File: config.mk
export PLATFORM = sky130hd
export DESIGN_NAME = instr_prefetch_queue
export DESIGN_NICKNAME = d
export VERILOG_FILES = /design/src/rtl/instr_prefetch_queue.sv
export SDC_FILE = /design/constraint.sdc
export NUM_CORES = 1
export LEC_CHECK = 0
export ABC_CLOCK_PERIOD_IN_PS = 4600
export BUFFER_PORTS_ARGS = -buffer_cell sky130_fd_sc_hd__buf_2
export CAP_MARGIN = 20
export CORE_AREA = 2 2 110 112
export CTS_CLUSTER_DIAMETER = 200
export DETAILED_ROUTE_END_ITERATION = 16
export DIE_AREA = 0 0 112 114
export SLEW_MARGIN = 20
export SYNTH_ARGS = -nofsm -noshare
export SYNTH_HDL_FRONTEND = slang
export SYNTH_SLANG_ARGS = --single-unit
File: constraint.sdc
create_clock -name clk -period 4.6 [get_ports clk]
set_input_delay 0.46 -clock clk [delete_from_list [all_inputs] [get_ports clk]]
set_output_delay 0.46 -clock clk [all_outputs]
set_load 0.05 [all_outputs]
File: src/rtl/instr_prefetch_queue.sv
// Instruction prefetch queue: parses the EEPROM program header, forwards in-range
// bytes through a first-word-fall-through FIFO, and requests re-reads at end of program.
module instr_prefetch_queue #(
    parameter int DEPTH        = 8,
    parameter bit AUTO_RESTART = 1'b1
) (
    input  logic                       clk,
    input  logic                       rst_n,
    input  logic                       byte_valid,
    input  logic [7:0]                 byte_data,
    input  logic [15:0]                byte_addr,
    output logic                       hold_n,
    output logic                       restart,
    output logic [15:0]                start_addr,
    output logic                       instr_valid,
    output logic [7:0]                 instr_data,
    input  logic                       instr_ready,
    input  logic                       scan_trigger,
    output logic                       scan_done,
    output logic                       hdr_error,
    output logic                       overflow,
    output logic [$clog2(DEPTH+1)-1:0] level
);
    localparam int LW = $clog2(DEPTH + 1);
    localparam int PW = $clog2(DEPTH);
    localparam logic [LW-1:0] FULL_LVL = LW'(DEPTH);
    localparam logic [LW-1:0] HOLD_LVL = LW'(DEPTH - 1);

    typedef enum logic [2:0] {
        S_HDR, S_SKIP, S_FETCH, S_DRAIN, S_WAIT, S_SYNC, S_ERR
    } state_t;

    state_t          state_q;
    logic [9:0]      start_q, end_q;
    logic            hold_n_q, restart_q, scan_done_q, hdr_error_q, overflow_q, trig_q;
    logic [7:0]      mem_q [DEPTH];
    logic [PW-1:0]   wr_ptr_q, rd_ptr_q;
    logic [LW-1:0]   level_q, level_d;

    logic            addr_is_start, addr_is_end, hdr_bad, trig_rise;
    logic            push_req, push_ok, pop, full;
    logic [9:0]      end_new;

    assign addr_is_start = (byte_addr == {6'b0, start_q});
    assign addr_is_end   = (byte_addr == {6'b0, end_q});
    // The header check has to see the end byte arriving this cycle, not the stale one.
    assign end_new       = {end_q[9:8], byte_data};
    assign hdr_bad       = (start_q < 10'd4) || (end_new == 10'd0) || (end_new < start_q);
    assign trig_rise     = scan_trigger & ~trig_q;

    assign full = (level_q == FULL_LVL);
    assign pop  = (level_q != '0) && instr_ready;

    always_comb begin
        push_req = 1'b0;
        case (state_q)
            S_SKIP, S_SYNC: push_req = byte_valid && addr_is_start;
            S_FETCH:        push_req = byte_valid;
            default:        push_req = 1'b0;
        endcase
    end

    // A full FIFO still accepts a byte when the head leaves on the same edge.
    assign push_ok = push_req && (!full || pop);

    always_comb begin
        level_d = level_q;
        if (push_ok && !pop)
            level_d = level_q + 1'b1;
        else if (!push_ok && pop)
            level_d = level_q - 1'b1;
    end

    always_ff @(posedge clk) begin
        if (push_ok)
            mem_q[wr_ptr_q] <= byte_data;
    end

    always_ff @(posedge clk) begin
        if (!rst_n) begin
            wr_ptr_q <= '0;
            rd_ptr_q <= '0;
            level_q  <= '0;
        end else begin
            if (push_ok)
                wr_ptr_q <= wr_ptr_q + 1'b1;
            if (pop)
                rd_ptr_q <= rd_ptr_q + 1'b1;
            level_q <= level_d;
        end
    end

    always_ff @(posedge clk) begin
        if (!rst_n) begin
            state_q     <= S_HDR;
            start_q     <= '0;
            end_q       <= '0;
            hold_n_q    <= 1'b1;
            restart_q   <= 1'b0;
            scan_done_q <= 1'b0;
            hdr_error_q <= 1'b0;
            overflow_q  <= 1'b0;
            trig_q      <= 1'b0;
        end else begin
            restart_q   <= 1'b0;
            scan_done_q <= 1'b0;
            trig_q      <= scan_trigger;
            // One slot of headroom absorbs the byte already in flight when hold drops.
            hold_n_q    <= (level_d < HOLD_LVL);
            if (push_req && full && !pop)
                overflow_q <= 1'b1;
            case (state_q)
                S_HDR: begin
                    if (byte_valid) begin
                        case (byte_addr)
                            16'd0: start_q[9:8] <= byte_data[1:0];
                            16'd1: start_q[7:0] <= byte_data;
                            16'd2: end_q[9:8]   <= byte_data[1:0];
                            16'd3: begin
                                end_q[7:0] <= byte_data;
                                if (hdr_bad) begin
                                    state_q     <= S_ERR;
                                    hdr_error_q <= 1'b1;
                                end else begin
                                    state_q <= S_SKIP;
                                end
                            end
                            default: ;
                        endcase
                    end
                end
                S_SKIP, S_SYNC: begin
                    if (byte_valid && addr_is_start)
                        state_q <= (start_q == end_q) ? S_DRAIN : S_FETCH;
                end
                S_FETCH: begin
                    if (byte_valid && addr_is_end)
                        state_q <= S_DRAIN;
                end
                S_DRAIN: begin
                    if (pop && (level_q == LW'(1))) begin
                        scan_done_q <= 1'b1;
                        if (AUTO_RESTART) begin
                            restart_q <= 1'b1;
                            state_q   <= S_SYNC;
                        end else begin
                            state_q <= S_WAIT;
                        end
                    end
                end
                S_WAIT: begin
                    if (trig_rise) begin
                        restart_q <= 1'b1;
                        state_q   <= S_SYNC;
                    end
                end
                S_ERR:   state_q <= S_ERR;
                default: state_q <= S_HDR;
            endcase
        end
    end

    assign hold_n      = hold_n_q;
    assign restart     = restart_q;
    assign scan_done   = scan_done_q;
    assign hdr_error   = hdr_error_q;
    assign overflow    = overflow_q;
    assign start_addr  = {6'b0, start_q};
    assign level       = level_q;
    assign instr_valid = (level_q != '0);
    // Gate the head so the empty FIFO presents zero rather than stale storage.
    assign instr_data  = (level_q != '0) ? mem_q[rd_ptr_q] : 8'h00;
endmodule

==> results of run 1 <==
## Yosys cell counts (all sizes together)
cell     number
dfxtp        42
or4bb         1
a2bb2oi       1
nand4         8
o22ai         1
mux2          3
o31ai         1
o21a          2
conb          1
a2111oi       1
ha           14
o211a         2
a21oi         9
o21ai         3
clkinv        1
nor4b         2
inv          20
mux2i        31
xor2          4
buf          14
o211ai        1
or3           1
o2111ai       1
and3b         2
a31oi         3
clkbuf        8
or4           2
a211oi        1
a311oi        1
mux4         16
nor3b         7
nor4         14
nand2        17
and2          5
nor3          6
nand4b        1
a21o          1
nand3         4
nor2         45
edfxtp       64
a221oi        1
xnor2        30
and4          1
nand2b        2
## sequential cells by signal (all words and copies together), names as in the netlist, named ones only
name,count
rd_ptr_q,3
restart,1
trig_q,1
hdr_error,1
end_q,10
level,4
hold_n,1
wr_ptr_q,3
mem_q,64
scan_done,1
overflow,1
start_q,10
state_q,3
## worst max-delay path: stages, from the launching register on
cell and delay [ns]:
dfxtp_1 0.71, buf_8 0.24, mux4_2 0.51, mux2i_1 0.25, nor2_1 0.07, buf_2 0.23
## power breakdown
group	internal (mW)	total (mW)	switching [mW]
Clock	0.376	0.731	0.356
Sequential	1.06	1.14	0.0828
Combinational	0.329	0.960	0.630
Total	1.77	2.83	1.07
## logic make-up after synthesis
logic type,count (synthesis),synth area share
and+or+nand+nor,118,0.1276
DFF,106,0.5567
muxes,50,0.1420
buffers and inverters,43,0.03858
xor gates and xnor gates,34,0.06001
AOI/OAI and AO/OA,29,0.03909
adders and majority gates,14,0.03530
other,1,0.0007557
## routing by layer
metal / vias up / track usage / wire [um]
met2: 73 / 0.2945 / 5175
li1: 1557 / - / -
met5: - / 0 / 0
met1: 1579 / 0.2352 / 5046
met3: 7 / 0.03613 / 348
met4: 0 / 0.05528 / 108
## how the worst min path moves through the flow
stage                     slack (ns)                endpoint
after floorplan                 0.45                    flop
after global placement          0.45  hdr_error$_SDFFE_PN0P_
after detailed placement        0.46  hdr_error$_SDFFE_PN0P_
after CTS                       0.32       trig_q$_SDFF_PN0_
after global routing            0.33       trig_q$_SDFF_PN0_
final                           0.34       trig_q$_SDFF_PN0_
## area by class of cell
class	count	area [sq um]	share of cell area
Inverter	21	78.83	0.01381
Clock inverter	7	56.30	0.009864
Sequential cell	106	2763	0.4840
Clock buffer	9	225.2	0.03946
Timing Repair Buffer	65	362.8	0.06357
Tap cell	147	183.9	0.03222
Multi-Input combinational cell	251	2038	0.3571
## stage by stage
stage                     utilization  hold slack [ns]  std cells  worst slack [ns]
after floorplan                     -           0.4541        400             1.681
after global placement         0.4604           0.4507        588             1.491
after detailed placement       0.4616           0.4576        589             1.451
after CTS                      0.4857           0.3188        605             1.590
after global routing           0.4874           0.3307        606             1.562
final                          0.4874           0.3354        606             1.784
==> results.py, run 1 <==
metrics = {
    "logic_synthesis": {
        "syn_inst": 395,
        "synth_area_leaders": "edfxtp_1 (39%), dfxtp_1 (17%), mux4_2 (7.3%), mux2i_1 (6.3%), xnor2_1 (5.3%)",
        "synth_seq_area_share": 0.5567,
        "yosysTopAreaCell": "edfxtp_1",
        "syn-cell-area_sq_mm": 0.004962,
        "yosysWarnings": 0,
        "synthDistinctLibCells": 51,
        "ys_ff_latch": 106,
        "avgSynthCellArea_sq_um": 12.56,
        "synth_top_area_share": 0.3873,
    },
    "grt": {
        "gr-total-overflow": 0,
        "grt_pass1_wl_mm": 17.21,
        "grt_usage": 0.1768,
        "antenna_found_initial": 0,
        "grt_max_degree": 36,
        "grt_pass1_vias": 3251,
    },
    "setup_path": {
        "worstSetupPathType": "reg2out",
        "endpoint_kind": "output port",
        "start_kind": "flop",
        "worstPathArrival_ns": 2.36,
        "r2r-start": "start_q[4]$_SDFFE_PN0P_",
        "required_ns": 4.14,
        "regToRegSetupSlack_ns": 1.82,
        "worstSetupEndpoint": "instr_data[5]",
        "r2r.worst_path.cells": 8,
        "worstReg2RegEnd": "mem_q[7][3]$_DFFE_PP_",
        "path_max_fanout": 9,
    },
    "cells_and_area": {
        "fillCellCount": 1073,
        "final_cell_mix": "edfxtp_1 (64), buf_2 (56), nor2_1 (44), dfxtp_1 (42), mux2i_1 (31)",
        "final_common_cell": "edfxtp_1",
        "antennaDiodeCount": 0,
        "finalInstanceArea_sq_mm": 0.005708,
        "final_net_count": 497,
        "synthToLayoutAreaGrowth_pct": 15.03,
        "drive_above_1_share": 0.2331,
    },
    "route": {
        "firstDrtPassIters": 5,
        "num_vias": 3216,
        "drt_iter0_markers": 159,
        "avgRoutedWirePerCell_um": 17.62,
        "viasPerCell": 5.307,
        "wl_mm": 10.68,
        "route.detailed.drc": 0,
        "ant_nets": 0,
    },
    "outcome": {
        "status": "completed",
    },
    "sta": {
        "fin_worst_skew_ns": 0.007287,
        "finalHoldViolations": 0,
        "worst-slew-pin-transition_ns": 0.8227,
        "slew_violations": 0,
        "timing.slew.headroom": 0.4508,
        "fin_crit_sh": 0.6121,
        "setup_tns_ns": 0,
        "timing.fmax_mhz": 355.1,
        "setup_viol": 0,
        "final.min_clock_period_ns": 2.816,
        "rsz0062_at_grt": "no",
    },
    "clocking": {
        "root_buffer": "clkbuf_16",
        "clk_latency_ns": 0.35,
        "ctsHtreeMaxLevel": 3,
        "clk_path_buf_depth": 2,
        "cts_buffers": 9,
        "clkSinkCount": 106,
        "cts.repair.resized": 0,
        "clkTransAtPathRegs_ns": 0.07,
        "cts_setup_buffers": 0,
        "cts_tree": "done",
        "holdBufCountCts": 0,
    },
    "placement": {
        "dp_hpwl_mm": 7.332,
        "portBuffers": 56,
        "place_congestion": 0.8565,
        "place_area_sq_mm": 0.005406,
    },
    "power": {
        "leakage_nw": 2.025,
        "p_total_mw": 2.834,
        "peakVddDrop_mv": 0.3073,
        "power_density_mw_per_mm2": 496.5,
    },
    "floorplanning": {
        "die_height_um": 114,
        "core_area_sq_mm": 0.01171,
        "rows": 40,
        "dieArea_sq_mm": 0.01277,
        "dieWidth_um": 112,
        "ios": 63,
        "initial_core_util": 0.4237,
    },
    "min_path": {
        "whs_path_depth": 2,
        "holdCritPathClass": "in2reg",
        "min_from": "scan_trigger",
    },
    "job": {
        "cap_violations": 0,
    },
}
Power figures use the tool's default switching activity.
==> run 2: changes to the inputs <==
Settings changed: ABC_CLOCK_PERIOD_IN_PS 4600 to 2850.
Clock period 4.6 ns to 2.85 ns, I/O delays scaled along.
==> run 2 against run 1 <==
Combinational power is 62% higher. Worst setup slack worse by 1.5 ns. Global-route usage shrank 0.26 points. Final cell count rose by 1.5%. Register-to-register slack got worse by 1.5 ns. Sequential cell count stayed put. Power increased by 63%. Wire length decreased by 1.4%. Largest cell class unchanged. Highest routed layer unchanged.
==> results.py, run 2 (synthesized netlist as in run 1, its figures left out) <==
metrics = {
    "route": {
        "wl_mm": 10.53,
        "ant_nets": 0,
        "highest_layer": "met4",
        "route.detailed.drc": 0,
        "met1Wirelength_mm": 5.002,
        "drt_iter0_markers": 159,
        "num_vias": 3209,
        "wl_met3_um": 483,
        "firstDrtPassIters": 4,
        "viasPerCell": 5.218,
        "route.met2.wl_mm": 4.883,
        "avgRoutedWirePerCell_um": 17.11,
    },
    "sta": {
        "timing.fmax_mhz": 394.2,
        "fin_worst_skew_ns": 0.01005,
        "fin_crit_sh": 0.8901,
        "slew_violations": 0,
        "setup_viol": 0,
        "fin_ws_ns": 0.3132,
        "hold_ws_ns": 0.1497,
        "rsz0062_at_grt": "no",
        "finalHoldViolations": 0,
        "timing.slew.headroom": 0.4707,
        "final.min_clock_period_ns": 2.537,
        "worst-slew-pin-transition_ns": 0.7903,
    },
    "setup_path": {
        "path_max_fanout": 7,
        "endpoint_kind": "flop",
        "worstSetupPathType": "reg2reg",
        "start_kind": "flop",
        "regToRegSetupSlack_ns": 0.31,
        "required_ns": 3.13,
        "worstPathArrival_ns": 2.82,
        "r2r.worst_path.cells": 8,
        "worstReg2RegEnd": "hold_n$_SDFF_PN1_",
        "r2r-start": "start_q[1]$_SDFFE_PN0P_",
    },
    "min_path": {
        "holdCritPathClass": "in2reg",
        "whs_path_depth": 2,
        "holdPathEnd": "trig_q$_SDFF_PN0_",
        "min_from": "scan_trigger",
    },
    "cells_and_area": {
        "multi_input_area_sq_mm": 0.002054,
        "final_common_cell": "edfxtp_1",
        "finalInstanceArea_sq_mm": 0.005798,
        "fillCellCount": 1059,
        "top_regs": "mem_q (64), end_q (10), start_q (10)",
        "seqCellArea_sq_mm": 0.002763,
        "final_cell_mix": "edfxtp_1 (64), buf_2 (56), nor2_1 (44), dfxtp_1 (42), mux2i_1 (31)",
        "drive_above_1_share": 0.2543,
        "top_register": "mem_q",
        "synthToLayoutAreaGrowth_pct": 16.84,
        "antennaDiodeCount": 0,
        "final_net_count": 506,
        "largest_reg_flops": 64,
        "utilization": 0.4951,
    },
    "clocking": {
        "cts_buffers": 9,
        "clkTransAtPathRegs_ns": 0.08,
        "root_buffer": "clkbuf_16",
        "clkSinkCount": 106,
        "holdBufCountCts": 0,
        "clk_path_buf_depth": 2,
        "clk_latency_ns": 0.35,
        "cts.repair.resized": 0,
        "cts_tree": "done",
        "ctsHtreeMaxLevel": 3,
        "cts_setup_buffers": 0,
    },
    "floorplanning": {
        "dieArea_sq_mm": 0.01277,
        "dieWidth_um": 112,
        "initial_core_util": 0.4237,
        "die_height_um": 114,
        "ios": 63,
        "rows": 40,
        "core_area_sq_mm": 0.01171,
    },
    "power": {
        "power_density_mw_per_mm2": 796.4,
        "peakVddDrop_mv": 0.7612,
        "p_total_mw": 4.618,
        "leakage_nw": 2.082,
    },
    "grt": {
        "grt_pass1_vias": 3225,
        "gr-total-overflow": 0,
        "antenna_found_initial": 0,
        "grt_usage": 0.1743,
        "grt_max_degree": 25,
        "grt_pass1_wl_mm": 17.06,
    },
    "placement": {
        "portBuffers": 56,
        "dp_hpwl_mm": 7.560,
        "place_ws_ns": 0.1715,
        "place_area_sq_mm": 0.005495,
        "place_congestion": 0.8760,
    },
    "outcome": {
        "status": "completed",
    },
    "job": {
        "cap_violations": 0,
    },
}
run 2: cell types whose count changed in the layout (fill, tap and decap cells not counted), sizes merged:
cell,previous run,this run
buf,65,74
clkinvlp,2,1
clkinv,1,2
run 2: metrics by stage:
stage               std cells  setup TNS [ns]
finish                    615               0
global route              615               0
CTS                       615               0
detailed placement        599               0
global placement          599               0
floorplan                 400        -0.05188
run 2: critical path, stage by stage, from the launching register on:
cell and delay, ns:
dfxtp_1 0.46, xnor2_1 0.11, nand2_1 0.08, nor4_2 0.05, a31oi_1 0.61, buf_4 0.28, mux2_2 0.36, a311oi_1 0.31
a2bb2oi_1 0.19
run 2: cell type report:
cell class	count	share of cell area
Timing Repair Buffer	74	0.07164
Inverter	21	0.01360
Tap cell	147	0.03172
Multi-Input combinational cell	251	0.3543
Clock inverter	7	0.01338
Clock buffer	9	0.03884
Sequential cell	106	0.4765
run 2: how the worst max path moves through the flow:
stage                            startpoint               endpoint  slack (ns)  cells after the start
finish              start_q[1]$_SDFFE_PN0P_      hold_n$_SDFF_PN1_        0.31                      8
CTS                 start_q[1]$_SDFFE_PN0P_      hold_n$_SDFF_PN1_        0.31                      8
floorplan           start_q[6]$_SDFFE_PN0P_  mem_q[1][0]$_DFFE_PP_      -0.006                      8
global placement              byte_addr[15]  mem_q[4][3]$_DFFE_PP_        0.28                      7
detailed placement            byte_addr[15]  mem_q[4][3]$_DFFE_PP_        0.17                      7
global route        start_q[8]$_SDFFE_PN0P_      hold_n$_SDFF_PN1_        0.07                      8
run 2: report_power, final:
group	switching (mW)	total, mW	internal (mW)	leakage, nW
logic	1.03	1.56	0.522	1.02
registers	0.110	1.82	1.71	0.916
clock network	0.613	1.24	0.628	0.147
run 2: per-layer routing:
layer,global-route usage,vias up
li1,-,1581
met1,0.2308,1527
met2,0.2889,90
met3,0.03507,11
met4,0.06016,0
met5,0,-
